`config.mk`:
```
export PLATFORM = sky130hd
export DESIGN_NAME = seg7_scan_driver
export DESIGN_NICKNAME = d
export VERILOG_FILES = /design/src/rtl/seg7_scan_driver.sv
export SDC_FILE = /design/constraint.sdc
export NUM_CORES = 1
export LEC_CHECK = 0
export BUFFER_PORTS_ARGS = -buffer_cell sky130_fd_sc_hd__buf_2
export CAP_MARGIN = 20
export CORE_ASPECT_RATIO = 1.25
export CORE_UTILIZATION = 57
export DETAILED_ROUTE_END_ITERATION = 16
export PLACE_DENSITY = 0.82
export SYNTH_ARGS = -nofsm -noshare
export SYNTH_HDL_FRONTEND = slang
export SYNTH_SLANG_ARGS = --single-unit
```
`constraint.sdc`:
```
create_clock -name clock -period 3.23 [get_ports clock]
set_input_delay 0.323 -clock clock [delete_from_list [all_inputs] [get_ports clock]]
set_output_delay 0.323 -clock clock [all_outputs]
set_load 0.05 [all_outputs]
```
`src/rtl/seg7_scan_driver.sv`:
```
// rtl/seg7_scan_driver.sv - 8-digit multiplexed seven-segment scan driver
// Frame-snapshotted codes, per-slot blank gap, per-digit blinking.
module seg7_scan_driver #(
  parameter int DIGIT_CYCLES = 100000,
  parameter int BLANK_CYCLES = 2000,
  parameter int BLINK_CYCLES = 25000000
) (
  input  logic       clock,
  input  logic       reset,
  input  logic [5:0] d1,
  input  logic [5:0] d2,
  input  logic [5:0] d3,
  input  logic [5:0] d4,
  input  logic [5:0] d5,
  input  logic [5:0] d6,
  input  logic [5:0] d7,
  input  logic [5:0] d8,
  input  logic [7:0] blink_mask,
  output logic [7:0] an,
  output logic [6:0] seg,
  output logic       frame_start
);

  localparam int SW = $clog2(DIGIT_CYCLES);
  localparam int BW = (BLINK_CYCLES > 1) ? $clog2(BLINK_CYCLES) : 1;

  logic [SW-1:0] slot_cnt_q, slot_cnt_d;
  logic [2:0]    idx_q, idx_d;
  logic [BW-1:0] blink_cnt_q, blink_cnt_d;
  logic          blink_phase_q, blink_phase_d;
  logic [5:0]    shadow_q [8];
  logic [5:0]    shadow_d [8];
  logic [7:0]    shadow_blink_q, shadow_blink_d;
  logic [7:0]    an_q, an_d;
  logic [6:0]    seg_q, seg_d;
  logic          frame_start_q, frame_start_d;

  logic          slot_wrap;
  logic          blink_wrap;
  logic          snap;
  logic [5:0]    cur_code;
  logic          cur_blink;

  // Active-low {g,f,e,d,c,b,a}
  function automatic logic [6:0] glyph(input logic [4:0] g);
    case (g)
      5'd0:  glyph = 7'h40;
      5'd1:  glyph = 7'h79;
      5'd2:  glyph = 7'h24;
      5'd3:  glyph = 7'h30;
      5'd4:  glyph = 7'h19;
      5'd5:  glyph = 7'h12;
      5'd6:  glyph = 7'h02;
      5'd7:  glyph = 7'h78;
      5'd8:  glyph = 7'h00;
      5'd9:  glyph = 7'h10;
      5'd10: glyph = 7'h08;
      5'd11: glyph = 7'h03;
      5'd12: glyph = 7'h46;
      5'd13: glyph = 7'h21;
      5'd14: glyph = 7'h06;
      5'd15: glyph = 7'h0E;
      5'd16: glyph = 7'h42;
      5'd17: glyph = 7'h09;
      5'd18: glyph = 7'h79;
      5'd19: glyph = 7'h61;
      5'd20: glyph = 7'h47;
      5'd21: glyph = 7'h2B;
      5'd22: glyph = 7'h23;
      5'd23: glyph = 7'h0C;
      5'd24: glyph = 7'h2F;
      5'd25: glyph = 7'h07;
      5'd26: glyph = 7'h41;
      5'd27: glyph = 7'h11;
      5'd28: glyph = 7'h3F;
      5'd29: glyph = 7'h77;
      5'd30: glyph = 7'h37;
      default: glyph = 7'h7F;
    endcase
  endfunction

  always_comb begin
    slot_wrap     = (slot_cnt_q == SW'(DIGIT_CYCLES - 1));
    slot_cnt_d    = slot_wrap ? '0 : slot_cnt_q + SW'(1);
    idx_d         = slot_wrap ? idx_q + 3'd1 : idx_q;
    blink_wrap    = (blink_cnt_q == BW'(BLINK_CYCLES - 1));
    blink_cnt_d   = blink_wrap ? '0 : blink_cnt_q + BW'(1);
    blink_phase_d = blink_phase_q ^ blink_wrap;

    snap           = (slot_cnt_q == '0) && (idx_q == 3'd0);
    frame_start_d  = snap;
    shadow_d       = shadow_q;
    shadow_blink_d = shadow_blink_q;
    if (snap) begin
      shadow_d       = '{d1, d2, d3, d4, d5, d6, d7, d8};
      shadow_blink_d = blink_mask;
    end

    // Slot 0 is always inside the blank gap, so the pre-snapshot shadow is never shown.
    cur_code  = shadow_q[idx_q];
    cur_blink = shadow_blink_q[3'd7 - idx_q];
    an_d      = 8'hFF;
    seg_d     = 7'h7F;
    if (slot_cnt_q >= SW'(BLANK_CYCLES)) begin
      an_d = ~(8'h80 >> idx_q);
      if (cur_code[0] && !(cur_blink && blink_phase_q)) begin
        seg_d = glyph(cur_code[5:1]);
      end
    end
  end

  always_ff @(posedge clock) begin
    if (reset) begin
      slot_cnt_q     <= '0;
      idx_q          <= 3'd0;
      blink_cnt_q    <= '0;
      blink_phase_q  <= 1'b0;
      shadow_q       <= '{default: 6'd0};
      shadow_blink_q <= 8'h00;
      an_q           <= 8'hFF;
      seg_q          <= 7'h7F;
      frame_start_q  <= 1'b0;
    end else begin
      slot_cnt_q     <= slot_cnt_d;
      idx_q          <= idx_d;
      blink_cnt_q    <= blink_cnt_d;
      blink_phase_q  <= blink_phase_d;
      shadow_q       <= shadow_d;
      shadow_blink_q <= shadow_blink_d;
      an_q           <= an_d;
      seg_q          <= seg_d;
      frame_start_q  <= frame_start_d;
    end
  end

  assign an          = an_q;
  assign seg         = seg_q;
  assign frame_start = frame_start_q;

endmodule

```
* Word level (Yosys, flattened, before mapping) *
Memory sizes are Yosys's and may differ from the RTL's. A register that Yosys moved wholly into a read port is not among the register bits.
Cells that the tools add are included.

word-level totals
  flip-flop bits (word level) = 111
  input bits = 58
  memories = 1
  bits in read-only memories = 224
  output and inout port bits = 16
  word-level logic and storage cells = 46

memory list
  memory            words  width  rd ports  clocked after memory_dff  write ports  line  text
  (name not given)  32     7      1         1                         0            46    case (g)

cells by class
  muxes and demuxes = 5
  shift-type cells = 1
  $lt $le $gt $ge = 3
  bitwise operators = 5
  $add $sub $neg = 4
  reduce and logical (&&, ||, !) cells = 10
  equal/unequal tests = 2

operators with widths
  kind                                                                      number
  25-bit by 1-bit adder with 25-bit output (second input constant)          1
  25-bit == test (second input constant)                                    1
  6-bit binary-select mux with 3-bit select                                 1
  17-bit by 1-bit adder with 17-bit output (second input constant)          1
  17-bit == test (second input constant)                                    1
  17-bit by 11-bit >= comparator with 1-bit output (second input constant)  1
  17-bit zero test                                                          1
  6-bit two-way mux                                                         2
  8-bit NOT                                                                 1
  8-bit by 3-bit right shift with 8-bit output (first input constant)       1
  2-bit OR reduction                                                        3
  4-bit >= comparator (second input constant)                               1
  3-bit by 4-bit < comparator with 1-bit output (second input constant)     1
  3-bit NOT with 4-bit output                                               1
  3-bit by 1-bit adder with 3-bit output (second input constant)            1
  1-bit binary-select mux with 3-bit select                                 1
  1-bit logical AND                                                         3
  3-bit zero test                                                           1
  3-bit OR reduction                                                        1
  3-bit subtractor (first input constant)                                   1
  1-bit NOT                                                                 2
  1-bit zero test                                                           1
  1-bit two-way mux                                                         1
  1-bit XOR                                                                 1

* Depth between registers and ports, before layout *
  word-level depth = 8
  depth in mapped cells = 11
  gate-level depth less buffers = 8

* Least setup slack after synthesis *
No wires, ideal clock.

  path type = register -> register
  start = reg idx_q[0]
  end = reg seg_q[1], in the netlist seg[1]
  cell stages (with the launch flop) = 9
  clock period less this slack = 2.487 ns
  arrival time = 2.354 ns
  setup time = 0.133 ns
  buffers on the path = 2
  path slack = 0.743 ns
  cells stage by stage = dfxtp_1 > buf_6 > buf_8 > mux4_2 > mux2i_2 > ha_1 > mux2_1 > a32oi_1 > o211ai_1

between the ends
  longest elaborated chain between the ends = 8
  elaborated cells on any way between the ends = 12

RTL lines
  item                                       line  text
  start, declared                            28    logic [2:0] idx_q, idx_d;
  start signal, assigned                     125   idx_q <= idx_d;
  3-bit subtractor                           101   cur_blink = shadow_blink_q[3'd7 - idx_q];
  1-bit binary-select mux with 3-bit select  101
  1-bit two-way mux (implied by the code)    101
  1-bit logical AND                          106   if (cur_code[0] && !(cur_blink && blink_phase_q)) begin
  1-bit zero test                            106
  1-bit logical AND                          106
  1-bit NOT (no line)                        --
  3-bit OR reduction (no line)               --
  end, declared                              35    logic [6:0] seg_q, seg_d;

Several ways; a longest one is shown, not always the timed one. The select of a mux whose other input is x is not followed.
A chain may end at the register's enable or synchronous reset.

* Worst setup path in the final report *
  start = reg idx_q[0]
  end = reg shadow_blink_q[3]

between the ends
  longest elaborated chain between the ends = 2

RTL lines
  item                  line  text
  3-bit zero test       90    snap = (slot_cnt_q == '0) && (idx_q == 3'd0);
  1-bit logical AND     90
  end signal, assigned  129   shadow_blink_q <= shadow_blink_d;
  end, declared         33    logic [7:0] shadow_blink_q, shadow_blink_d;

Every way passes these cells.

==> impl_results.md <==
* Run status: completed
* Number of hold-repair buffers added at the cts stage at 0
* Vias at 4548
* DRC viols at 0
* Total wire length after detailed routing at roughly 12 mm
* CP Max Fanout at 33
* Share of post-route cells with drive strength above 1 at 19.2%
* Level count of the clock H-tree at 4
* Worst Reg2Reg Path Length in Cells at 9
* Initial DRC Count at about 240
* Count of input and output buffers at 73
* Setup WS post-layout at 0.413 ns
* Total routed wire length on the met1 layer at 4.79 mm
* RSZ-0062 raised after global routing: no
* Mean number of vias per cell at 5.61
* Total of flip-flops plus latches after synthesis at 118
* Gates resized, CTS repair at 0
* Number of global-route vias before repair at between 4k and 5k
* Place WS at 0.454 ns
* Non-filler cells, final at 810
* Initial antenna violation count at 0
* Number of iterations in the first detailed-routing pass at 7
* Area growth syn-to-layout at 17.9%
* Share of synthesized area occupied by flip-flops and latches at 43.5%
* Worst-case clock skew at 0.00756 ns
* Cell Count Post-Placement at 780
* Mapped cell area at 5430 um2
* Total routing usage reported by global routing at around a quarter
* WL met2 at between 6 and 7 mm
* CP Launch Type: flip-flop
* Fraction of synthesis flops using an asynchronous set or reset pin at 0%
* Critical path start-end classification: flip-flop to flip-flop
* Synthesized netlist net count at 685
* Max-slew violation count at 0
* Max-Slew Margin vs Limit at approximately 58%
* Post-DRT Antenna Nets at 0
* Clock latency on the worst-skew pair at ~0.41 ns
* CP required at 3.49 ns
* Final weighted congestion of routability-driven global placement at 0.882
* Leakage at 2.51 nW
* Global-route wire length before repair at 20.2 mm
* Largest net degree at the start of global routing at 57
* Layout Utilization at 69.8%
* Capturing element type of the critical path: flip-flop
* I/O pin count at 74
* Hold-critical path depth at 3
* Post-synthesis average cell area at between 8 and 9 um2
* Setup TNS at 0 ns
* Detailed route wirelength on metal3 at 696 um
* CTS tree: built
* Most instantiated flip-flop cell in the synthesis netlist: dfxtp_1
* Part of the cycle the worst path needs at slightly below 90%
* Bufs on Longest Clock Path at 2
* Buffer count from post-CTS setup fixing at 0
* Post-layout net count at 750
* VDD IR-drop max at 0.437 mV
* Clk sink count at 118
* Hold violation count in the final report at 0
* Half-perimeter wire length after placement at 8.32 mm
* Clock root cell: clkbuf_16
* Top Layer Used: met4
* Power density of the placed cells at 591 nW/um2
* Max_cap viols at 0
* Total power of the final layout at 3.79 mW
* Die Ht at ~110 um
* Inserted Clock Buffers at 17
* Initial core utilization at about three fifths
* Leftover overflow at the end of global routing at 0
* Antenna Cells at 0
* Total of warnings raised by yosys at 0
* Hold/Removal Path Class: input pin to flip-flop
* Actual transition at the worst max-transition pin at 0.627 ns
* Maximum achievable frequency at 355 MHz
* Fin crit period at 2.82 ns
* Distinct cell type count of the synthesized netlist at 53
* Horizontal extent of the die at 89.3 um
* Area of the die at 9930 um2
* Clock slew seen by the registers of the worst setup and hold paths at 0.05 ns
* Num rows at 39
* Detailed-route wire length per cell at roughly 15 um
* Endpoint arrival time on the critical path at approximately 3.1 ns
* EDFF count, synth at 0
* Final setup violating endpoints at 0
* Instance count of the mapped netlist at 611
* Placeable Area at 9170 um2
-- registers in the layout, summed over array words and instances (netlist names) --
name	flops
blink_phase_q	1
blink_cnt_q	25
frame_start	1
an	8
slot_cnt_q	17
shadow_q	48
seg	7
idx_q	3
shadow_blink_q	8
-- where the power goes --
group / total, mW / switching [mW] / internal, mW
registers: 1.57 / 0.0410 / 1.53
logic: 0.403 / 0.247 / 0.156
clock network: 1.81 / 0.596 / 1.21
total: 3.79 / 0.885 / 2.90
-- cell type report --
cell class	instances	area, um2
tap	123	154
clock inverter	2	35.0
clock buffer	28	547
inverter	17	63.8
multi-input combinational	442	2830
sequential	118	2360
timing repair buffer	80	418
fill	727	2770
-- Yosys cell counts, drive strengths merged (2+ instances only) --
| master | n | share of area [%] |
|---|---|---|
| a211oi | 3 | 0.41 |
| mux4 | 14 | 6.1 |
| nor2 | 61 | 4.2 |
| dfxtp | 118 | 43 |
| xnor2 | 26 | 4.2 |
| nor4 | 7 | 1.1 |
| a311oi | 2 | 0.32 |
| mux2i | 11 | 2.8 |
| nand2 | 136 | 9.4 |
| nor4b | 3 | 0.76 |
| or2 | 2 | 0.23 |
| xor2 | 16 | 2.6 |
| inv | 17 | 1.2 |
| and3 | 4 | 0.46 |
| and2 | 3 | 0.35 |
| mux2 | 5 | 1.2 |
| or4 | 2 | 0.35 |
| o211ai | 6 | 0.83 |
| buf | 17 | 2.3 |
| a21oi | 61 | 5.6 |
| nor3 | 13 | 1.2 |
| ha | 16 | 3.7 |
| nand3 | 20 | 1.8 |
| clkbuf | 17 | 1.2 |
| o21ai | 4 | 0.37 |
| and4 | 6 | 0.97 |
| o2111ai | 2 | 0.32 |
| nand4 | 7 | 0.81 |
| a221o | 2 | 0.37 |
-- layer usage --
metal	track usage, %	vias up
met3	7.22	31
met5	0	-
met1	29.2	2153
li1	-	2218
met4	12.5	0
met2	45.6	146
-- metrics by stage --
stage                     cell area (um2)  hold WS (ns)
after floorplan                      5430         0.427
after global placement               5820         0.435
after detailed placement             5820         0.441
after CTS                            6400         0.147
after global routing                 6400         0.160
final                                6400         0.159
-- cells in the final DEF (no fill, tap or decap), types with 16 or more instances in the layout --
master / count
nand2_1: 136
dfxtp_1: 118
buf_2: 73
a21oi_1: 61
nor2_1: 61
xnor2_1: 26
nand3_1: 19
clkbuf_16: 17
inv_1: 16
xor2_1: 16
ha_1: 16
-- final timing paths --
kind               startpoint                end  slack, ns
hold / removal          d1[1]       shadow_q[43]       0.16
setup reg to reg     idx_q[0]  shadow_blink_q[3]       0.41
setup / recovery     idx_q[0]  shadow_blink_q[3]       0.41
hold reg to reg   shadow_q[2]        shadow_q[2]       0.44
-- critical path, stage by stage (launching register included) --
cell,delay (ns)
dfxtp_1,0.43
buf_4,0.27
inv_1,0.10
ha_1,0.20
nor4b_1,0.24
and4_1,0.29
nand3_2,0.51
buf_4,0.44
nand2_1,0.11
a21oi_1,0.07
-- kinds of logic (layout without fill, tap and decap cells) --
kind of cell / Yosys count / count (layout) / synth area share (%)
buffers and inverters: 51 / 127 / 4.61
DFF: 118 / 118 / 43.5
AOI/OAI and AO/OA: 85 / 85 / 9.01
muxes: 30 / 30 / 10.0
adders and majority gates: 16 / 16 / 3.69
xor gates and xnor gates: 42 / 42 / 6.77
and+or+nand+nor: 269 / 269 / 22.4
No activity file was read; power rests on OpenSTA's default activity.
